`src/rtl/instruction_fetch.sv`:
```
// rtl/instruction_fetch.sv - MIPS fetch stage: PC register, imem handshake, next-PC select
// Holds the fetched word for decode and exposes commit/PC+4 to the datapath.
module instruction_fetch #(
  parameter logic [31:0] PC_RESET   = 32'h0040_0000,
  parameter int          DATA_WIDTH = 32
) (
  input  logic                  clk,
  input  logic                  reset,
  input  logic                  enable,
  output logic                  imem_req,
  output logic [DATA_WIDTH-1:0] imem_addr,
  input  logic                  imem_ready,
  input  logic [DATA_WIDTH-1:0] imem_rdata,
  input  logic                  BranchEQ,
  input  logic                  BranchNE,
  input  logic                  Jump,
  input  logic                  Jal,
  input  logic                  JumpRegister,
  input  logic                  Zero,
  input  logic [DATA_WIDTH-1:0] RegJR,
  output logic [DATA_WIDTH-1:0] Instruction,
  output logic [DATA_WIDTH-1:0] PC,
  output logic [DATA_WIDTH-1:0] PC_plus4,
  output logic                  instr_valid,
  output logic                  commit,
  output logic                  misalign_err
);

  typedef enum logic [1:0] {
    S_REQ  = 2'd0,
    S_EXEC = 2'd1,
    S_ERR  = 2'd2
  } state_t;

  state_t                r_state;
  state_t                w_next_state;
  logic [DATA_WIDTH-1:0] r_pc;
  logic [DATA_WIDTH-1:0] r_instr;
  logic                  r_misalign;

  logic [DATA_WIDTH-1:0] w_pc_plus4;
  logic [DATA_WIDTH-1:0] w_br_offset;
  logic [DATA_WIDTH-1:0] w_br_target;
  logic [DATA_WIDTH-1:0] w_jump_target;
  logic [DATA_WIDTH-1:0] w_next_pc;
  logic                  w_jr_misalign;
  logic                  w_take_branch;
  logic                  w_load_instr;
  logic                  w_load_pc;
  logic                  w_set_err;

  assign w_pc_plus4    = r_pc + 32'd4;
  assign w_br_offset   = {{14{r_instr[15]}}, r_instr[15:0], 2'b00};
  assign w_br_target   = w_pc_plus4 + w_br_offset;
  assign w_jump_target = {w_pc_plus4[31:28], r_instr[25:0], 2'b00};
  assign w_take_branch = (BranchEQ & Zero) | (BranchNE & ~Zero);
  assign w_jr_misalign = JumpRegister & (RegJR[1:0] != 2'b00);

  // Jal always comes with Jump from the control unit; either selects the jump target.
  always_comb begin
    w_next_pc = w_pc_plus4;
    if (JumpRegister) begin
      w_next_pc = RegJR;
    end else if (Jump | Jal) begin
      w_next_pc = w_jump_target;
    end else if (w_take_branch) begin
      w_next_pc = w_br_target;
    end
  end

  always_comb begin
    w_next_state = r_state;
    w_load_instr = 1'b0;
    w_load_pc    = 1'b0;
    w_set_err    = 1'b0;
    case (r_state)
      S_REQ: begin
        if (imem_ready) begin
          w_load_instr = 1'b1;
          w_next_state = S_EXEC;
        end
      end
      S_EXEC: begin
        if (enable) begin
          if (w_jr_misalign) begin
            w_set_err    = 1'b1;
            w_next_state = S_ERR;
          end else begin
            w_load_pc    = 1'b1;
            w_next_state = S_REQ;
          end
        end
      end
      S_ERR: begin
        w_next_state = S_ERR;
      end
      default: begin
        w_next_state = S_REQ;
      end
    endcase
  end

  always_ff @(posedge clk or posedge reset) begin
    if (reset) begin
      r_state    <= S_REQ;
      r_pc       <= PC_RESET;
      r_instr    <= '0;
      r_misalign <= 1'b0;
    end else begin
      r_state <= w_next_state;
      if (w_load_instr) begin
        r_instr <= imem_rdata;
      end
      if (w_load_pc) begin
        r_pc <= w_next_pc;
      end
      if (w_set_err) begin
        r_misalign <= 1'b1;
      end
    end
  end

  assign imem_req     = (r_state == S_REQ);
  assign imem_addr    = r_pc;
  assign Instruction  = r_instr;
  assign PC           = r_pc;
  assign PC_plus4     = w_pc_plus4;
  assign instr_valid  = (r_state == S_EXEC);
  assign commit       = instr_valid & enable;
  assign misalign_err = r_misalign;

endmodule

```
`config.mk`:
```
export PLATFORM = sky130hd
export DESIGN_NAME = instruction_fetch
export DESIGN_NICKNAME = d
export VERILOG_FILES = /design/src/rtl/instruction_fetch.sv
export SDC_FILE = /design/constraint.sdc
export NUM_CORES = 1
export LEC_CHECK = 0
export CAP_MARGIN = 10
export CORE_UTILIZATION = 55
export DETAILED_ROUTE_END_ITERATION = 12
export DONT_BUFFER_PORTS = 1
export GPL_ROUTABILITY_DRIVEN = 0
export PLACE_DENSITY = 0.7
export SLEW_MARGIN = 20
export SYNTH_ARGS = -nofsm -noshare
export SYNTH_HDL_FRONTEND = slang
export SYNTH_SLANG_ARGS = --single-unit
```
`constraint.sdc`:
```
create_clock -name clk -period 5.4 [get_ports clk]
set_clock_uncertainty 0.1 [all_clocks]
set_input_delay 1.62 -clock clk [delete_from_list [all_inputs] [get_ports clk]]
set_output_delay 1.62 -clock clk [all_outputs]
set_load 0.03 [all_outputs]
```
==> results of run 1 <==
==> flip-flops by register name, indices dropped and copies added (netlist names) <==
name          count
PC               32
r_state           2
Instruction      32
misalign_err      1
==> area by class of cell <==
type,count,area [um^2]
clock inverters,6,63.8
well taps,133,166
fillers,889,3860
diodes,1,2.50
repair buffers,48,360
inverters,14,52.6
flip-flops and latches,67,1680
multi-input cells,527,3590
clock buffers,10,138
==> power groups by stage <==
stage | sequential, mW | clock, mW | combinational [mW]
after floorplan | 0.511 | 0 | 0.0376
after global placement | 0.511 | 0 | 0.0492
after detailed placement | 0.511 | 0 | 0.0505
after CTS | 0.501 | 0.446 | 0.0506
after global routing | 0.501 | 0.468 | 0.0565
final | 0.501 | 0.444 | 0.0508
==> metrics by stage <==
step | instance area, um^2 | util | std cells | hold WS [ps] | total power [mW]
6_report | 6050 | 0.610 | 806 | 390 | 0.997
5_1_grt | 6050 | 0.610 | 806 | 424 | 1.03
4_1_cts | 6050 | 0.610 | 805 | 393 | 0.998
3_5_place_dp | 5850 | 0.590 | 789 | 382 | 0.562
3_3_place_gp | 5850 | 0.590 | 789 | 354 | 0.560
2_1_floorplan | 5680 | - | 669 | 348 | 0.549
==> cell usage in the layout (no fill, tap or decap), types with 3 or more instances in the layout <==
cell type / count
a311oi_1: 6
and2_1: 3
nor2b_1: 10
mux2i_1: 4
nor3_1: 10
mux2_2: 33
o32ai_1: 3
o21a_1: 5
o21bai_1: 3
xnor2_1: 37
nand2_1: 66
buf_4: 48
nand4_1: 12
o211ai_1: 9
o21ai_1: 9
xor2_1: 17
a21oi_1: 63
o22ai_1: 8
and3_1: 14
inv_1: 13
or3_1: 9
o21ai_0: 29
a21o_1: 14
ha_1: 36
dfrtp_1: 66
clkbuf_8: 10
a211oi_1: 9
o221ai_1: 6
nor2_1: 55
a221oi_1: 3
nand3_1: 19
==> worst min path at each step <==
| stage | depth (start not counted) | to | slack (ps) |
|---|---|---|---|
| 6_report | 1 | r_state[1] | 390 |
| 5_1_grt | 1 | r_state[1] | 420 |
| 4_1_cts | 1 | r_state[1] | 390 |
| 3_5_place_dp | 1 | r_state[1] | 380 |
| 3_3_place_gp | 1 | r_state[1] | 350 |
| 2_1_floorplan | 1 | r_state[1] | 350 |
==> routing by layer <==
metal | routed length [um] | vias to the layer above | global-route usage
li1 | - | 2404 | -
met1 | 7160 | 2506 | 0.426
met2 | 8190 | 327 | 0.532
met3 | 2000 | 43 | 0.112
met4 | 471 | 0 | 0.112
met5 | 0 | - | 0
==> logic make-up (layout without fill, tap and decap cells) <==
kind of cell | count (synthesis) | after routing | synth area share
AND/OR/NAND/NOR | 212 | 212 | 0.181
AO/OA/AOI/OAI | 185 | 185 | 0.207
buffers and inverters | 75 | 78 | 0.0736
flip-flops | 67 | 67 | 0.296
XOR/XNOR | 55 | 55 | 0.0862
multiplexers | 38 | 38 | 0.0743
adder cells (fa/ha/maj) | 37 | 37 | 0.0829
other | 0 | 1 | 0
==> run metrics, run 1 <==
CP Data Required Time roughly 3700 ps; core area 0.00991 mm^2; Max Clk Rate 0.211 GHz; DPL Wire Length 13.4 mm; Worst setup SP type flop; CP Cell Sequence buf_4, nand3_1, or3_1, or3_4, nor2_1, xor2_1, buf_4; H-tree depth 3; Fin. Hold Viols 0; Synth area leader dfrtp_1; Area Growth Syn to Fin 6.57%; syn_nets 780; crit share post-route 0.879; outcome finished clean; Final WS setup 653 ps; clk slew on worst S/H paths approximately 70 ps; most frequent CP cell buf_4; # DRC 0; hold wc startpoint r_state[0]; row cnt 36; vias per std cell 6.55; Commonest cells post-synth dfrtp_1, nand2_1, a21oi_1, nor2_1, xnor2_1; # IOs 206; Reg power frac 0.503; PwrDens around 160 mW/mm^2; reg2reg setup slack 770 ps; Clock Root Buffer clkbuf_8; CP endpoint kind output port; synth warn 0; Yosys cell types a little over 60; Crit-path slowest cell dfrtp_1; Synth Flop Type dfrtp_1; Clock power frac 0.446; Crit. path cell count 7; Port Buffers 0; cells on worst reg2reg path 15; P_sw 0.258 mW; Worst VDD drop 133 uV; CTS tree yes; RSZ-0062 raised after global routing no; Worst-Margin Slew between 800 and 900 ps; worst hold path type reg2reg; internal power 0.739 mW; Crit Path Max Fanout 4; register area share after synthesis 0.296; GRT Util Overall 0.334; first-pass GRT wire length 28.0 mm; Max-Cap Viols 0; die area 0.0107 mm^2; Worst path max stage delay 550 ps; cts bufs inserted 9; Worst R2R Start PC[2]; antenna violations before repair 1; post-CTS setup buffer count 0; synth top area cells dfrtp_1, ha_1, mux2_2; vias roughly 5300; vias in the first global route 5127; Layout Nets roughly 780; min Tclk post-route 4750 ps; Yosys top cell area share 0.291; CP Capture Point PC_plus4[29]; CTS resizes 0; layout cells sized above 1 0.165; slew margin rel. 0.406; Mapped Area around 0.0057 mm^2; drt pass-1 iters 5; setup_tns 0 ps; sw frac 0.258; clock latency on the worst-skew pair ~360 ps; clock sinks 67; EDFF count, synth 0; die width 104 um; Initial DRC Count 553; Arrival @ worst endpoint 3030 ps; final setup vio count 0; Die Y 104 um; worst r2r dst PC[31]; Largest delay share family, worst path simple AND/OR/NAND/NOR gates; Worst Setup SP PC[2]; critical path class reg2out; placement-stage worst setup slack 845 ps; Max Buffers Root-to-Sink 2; power share of the combinational group 0.051; WL/cell ~22 um; drt total wl 17.8 mm; GRT overflow 0; Leak 2.83 nW; Hold Buf Count CTS 0; post-synthesis area per instance 8.49 um^2; Routed Antenna Nets 0; Synth Register Bits 67; largest net degree at the start of global routing 37; CP Buf/Inv Count 2; Initial Util 0.573; asr flop ratio synth 1.00; max-slew violation count 0; Cells after Synth 669
Power figures use the tool's default switching activity.
==> run 2: changes to the inputs <==
--- a/config.mk
+++ b/config.mk
@@ -6,11 +6,10 @@
 export NUM_CORES = 1
 export LEC_CHECK = 0
 export CAP_MARGIN = 10
-export CORE_UTILIZATION = 55
+export CORE_UTILIZATION = 43
 export DETAILED_ROUTE_END_ITERATION = 12
 export DONT_BUFFER_PORTS = 1
 export GPL_ROUTABILITY_DRIVEN = 0
-export PLACE_DENSITY = 0.7
 export SLEW_MARGIN = 20
 export SYNTH_ARGS = -nofsm -noshare
 export SYNTH_HDL_FRONTEND = slang
==> run metrics, run 2 (synthesized netlist as in run 1, its figures left out) <==
Worst Hold End r_state[1]; WL/cell 21.8 um; fin cells about 850; crit share post-route 0.873; core area 0.0127 mm^2; outcome finished clean; worst r2r dst PC[31]; Max Clk Rate 0.212 GHz; Die Y 117 um; drt total wl 18.5 mm; Initial DRC Count 438; most frequent cells in the layout dfrtp_1, nand2_1, a21oi_1; Arrival @ worst endpoint 2990 ps; # IOs 206; Filler cells 1285; clk slew on worst S/H paths roughly 60 ps; Worst VDD drop 126 uV; Hold Path Cell Cnt 1; CP endpoint kind output port; # DRC 0; CP Data Required Time 3680 ps; placed cells 831; Crit Path Max Fanout 8; Routed Antenna Nets 0; vias in the first global route 4896; vias per std cell 6.11; largest net degree at the start of global routing 40; Port Buffers 0; RSZ-0062 raised after global routing no; min Tclk post-route 4710 ps; drt pass-1 iters 5; Initial Util 0.446; sw frac 0.250; vias 5184; clock sinks between 60 and 70; CTS resizes 0; first-pass GRT wire length around 28 mm; GRT Util Overall 0.277; slew margin rel. 0.383; Area Growth Syn to Fin 9.57%; CTS tree yes; antenna violations before repair 1; PwrDens 187 mW/mm^2; cts bufs inserted 9; internal power 0.875 mW; clock latency on the worst-skew pair approximately 350 ps; Post-Layout Inst Area between 0.006 and 0.007 mm^2; row cnt between 40 and 50; Post-DP Area 0.00592 mm^2; H-tree depth 3; worst hold path type reg2reg; setup_tns 0 ps; Max Buffers Root-to-Sink 2; final setup vio count 0; hold wc startpoint r_state[0]; power share of the combinational group 0.044; max-slew violation count 0; Worst R2R Start PC[3]; Layout Nets 781; Worst-Margin Slew 918 ps; critical path class reg2out; Clock power frac 0.525; P_sw roughly 0.29 mW; Fin. Hold Viols 0; Max-Cap Viols 0; die area 0.0137 mm^2; DPL Wire Length 14.0 mm; cells on worst reg2reg path 16; GRT overflow 0; Worst setup SP type flop; die width 117 um; Reg power frac 0.431; Hold Buf Count CTS 0; post-CTS setup buffer count 0; Leak 2.89 nW; Clock Root Buffer clkbuf_16; layout cells sized above 1 0.169; reg2reg setup slack 710 ps
run 2: power groups by stage:
stage                     combinational [mW]  clock (mW)  sequential [mW]
final                                 0.0513       0.612            0.502
after global routing                  0.0572       0.644            0.502
after CTS                             0.0518       0.620            0.502
after detailed placement              0.0516           0            0.511
after global placement                0.0504           0            0.511
after floorplan                       0.0376           0            0.511
run 2: worst max path at each step:
stage           from            to  slack, ps  cells after the start
2_1_floorplan  PC[3]        PC[31]        950                     16
3_3_place_gp   PC[3]        PC[31]        980                     16
3_5_place_dp   PC[3]        PC[31]        860                     16
4_1_cts        PC[3]  PC_plus4[28]        740                      9
5_1_grt        PC[3]        PC[31]        420                     16
6_report       PC[3]  PC_plus4[28]        690                      9
run 2: area by class of cell:
| class | count | area, um^2 | area share |
|---|---|---|---|
| Inverter | 14 | 52.6 | 0.00845 |
| Clock inverter | 7 | 75.1 | 0.0121 |
| Sequential cell | 67 | 1680 | 0.270 |
| Clock buffer | 9 | 225 | 0.0362 |
| Timing Repair Buffer | 51 | 383 | 0.0616 |
| Multi-Input combinational cell | 527 | 3590 | 0.577 |
| Tap cell | 172 | 215 | 0.0346 |
| Antenna cell | 1 | 2.50 | 0.000402 |
run 2: routing by layer:
metal  vias up  global-route usage  share of wire
met1      2460               0.363           0.42
met3        40              0.0819          0.099
li1       2404                   -              -
met2       280               0.421           0.45
met4         0               0.123          0.030
met5         -                   0              0
run 2: stage by stage:
stage / power [mW] / hold slack [ps] / worst slack [ps] / util
finish: 1.17 / 376 / 688 / 0.489
CTS: 1.17 / 382 / 741 / 0.489
global placement: 0.562 / 360 / 985 / 0.465
global route: 1.20 / 400 / 422 / 0.489
floorplan: 0.549 / 348 / 955 / -
detailed placement: 0.563 / 372 / 862 / 0.465
run 2: worst max-delay path: stages, from the launching register on:
cell	delay [ps]
dfrtp_1	320
buf_4	230
ha_1	260
nand2_1	100
nor3_2	590
nand3_1	310
nor2_1	180
nand2_1	80
xnor2_1	350
buf_4	230
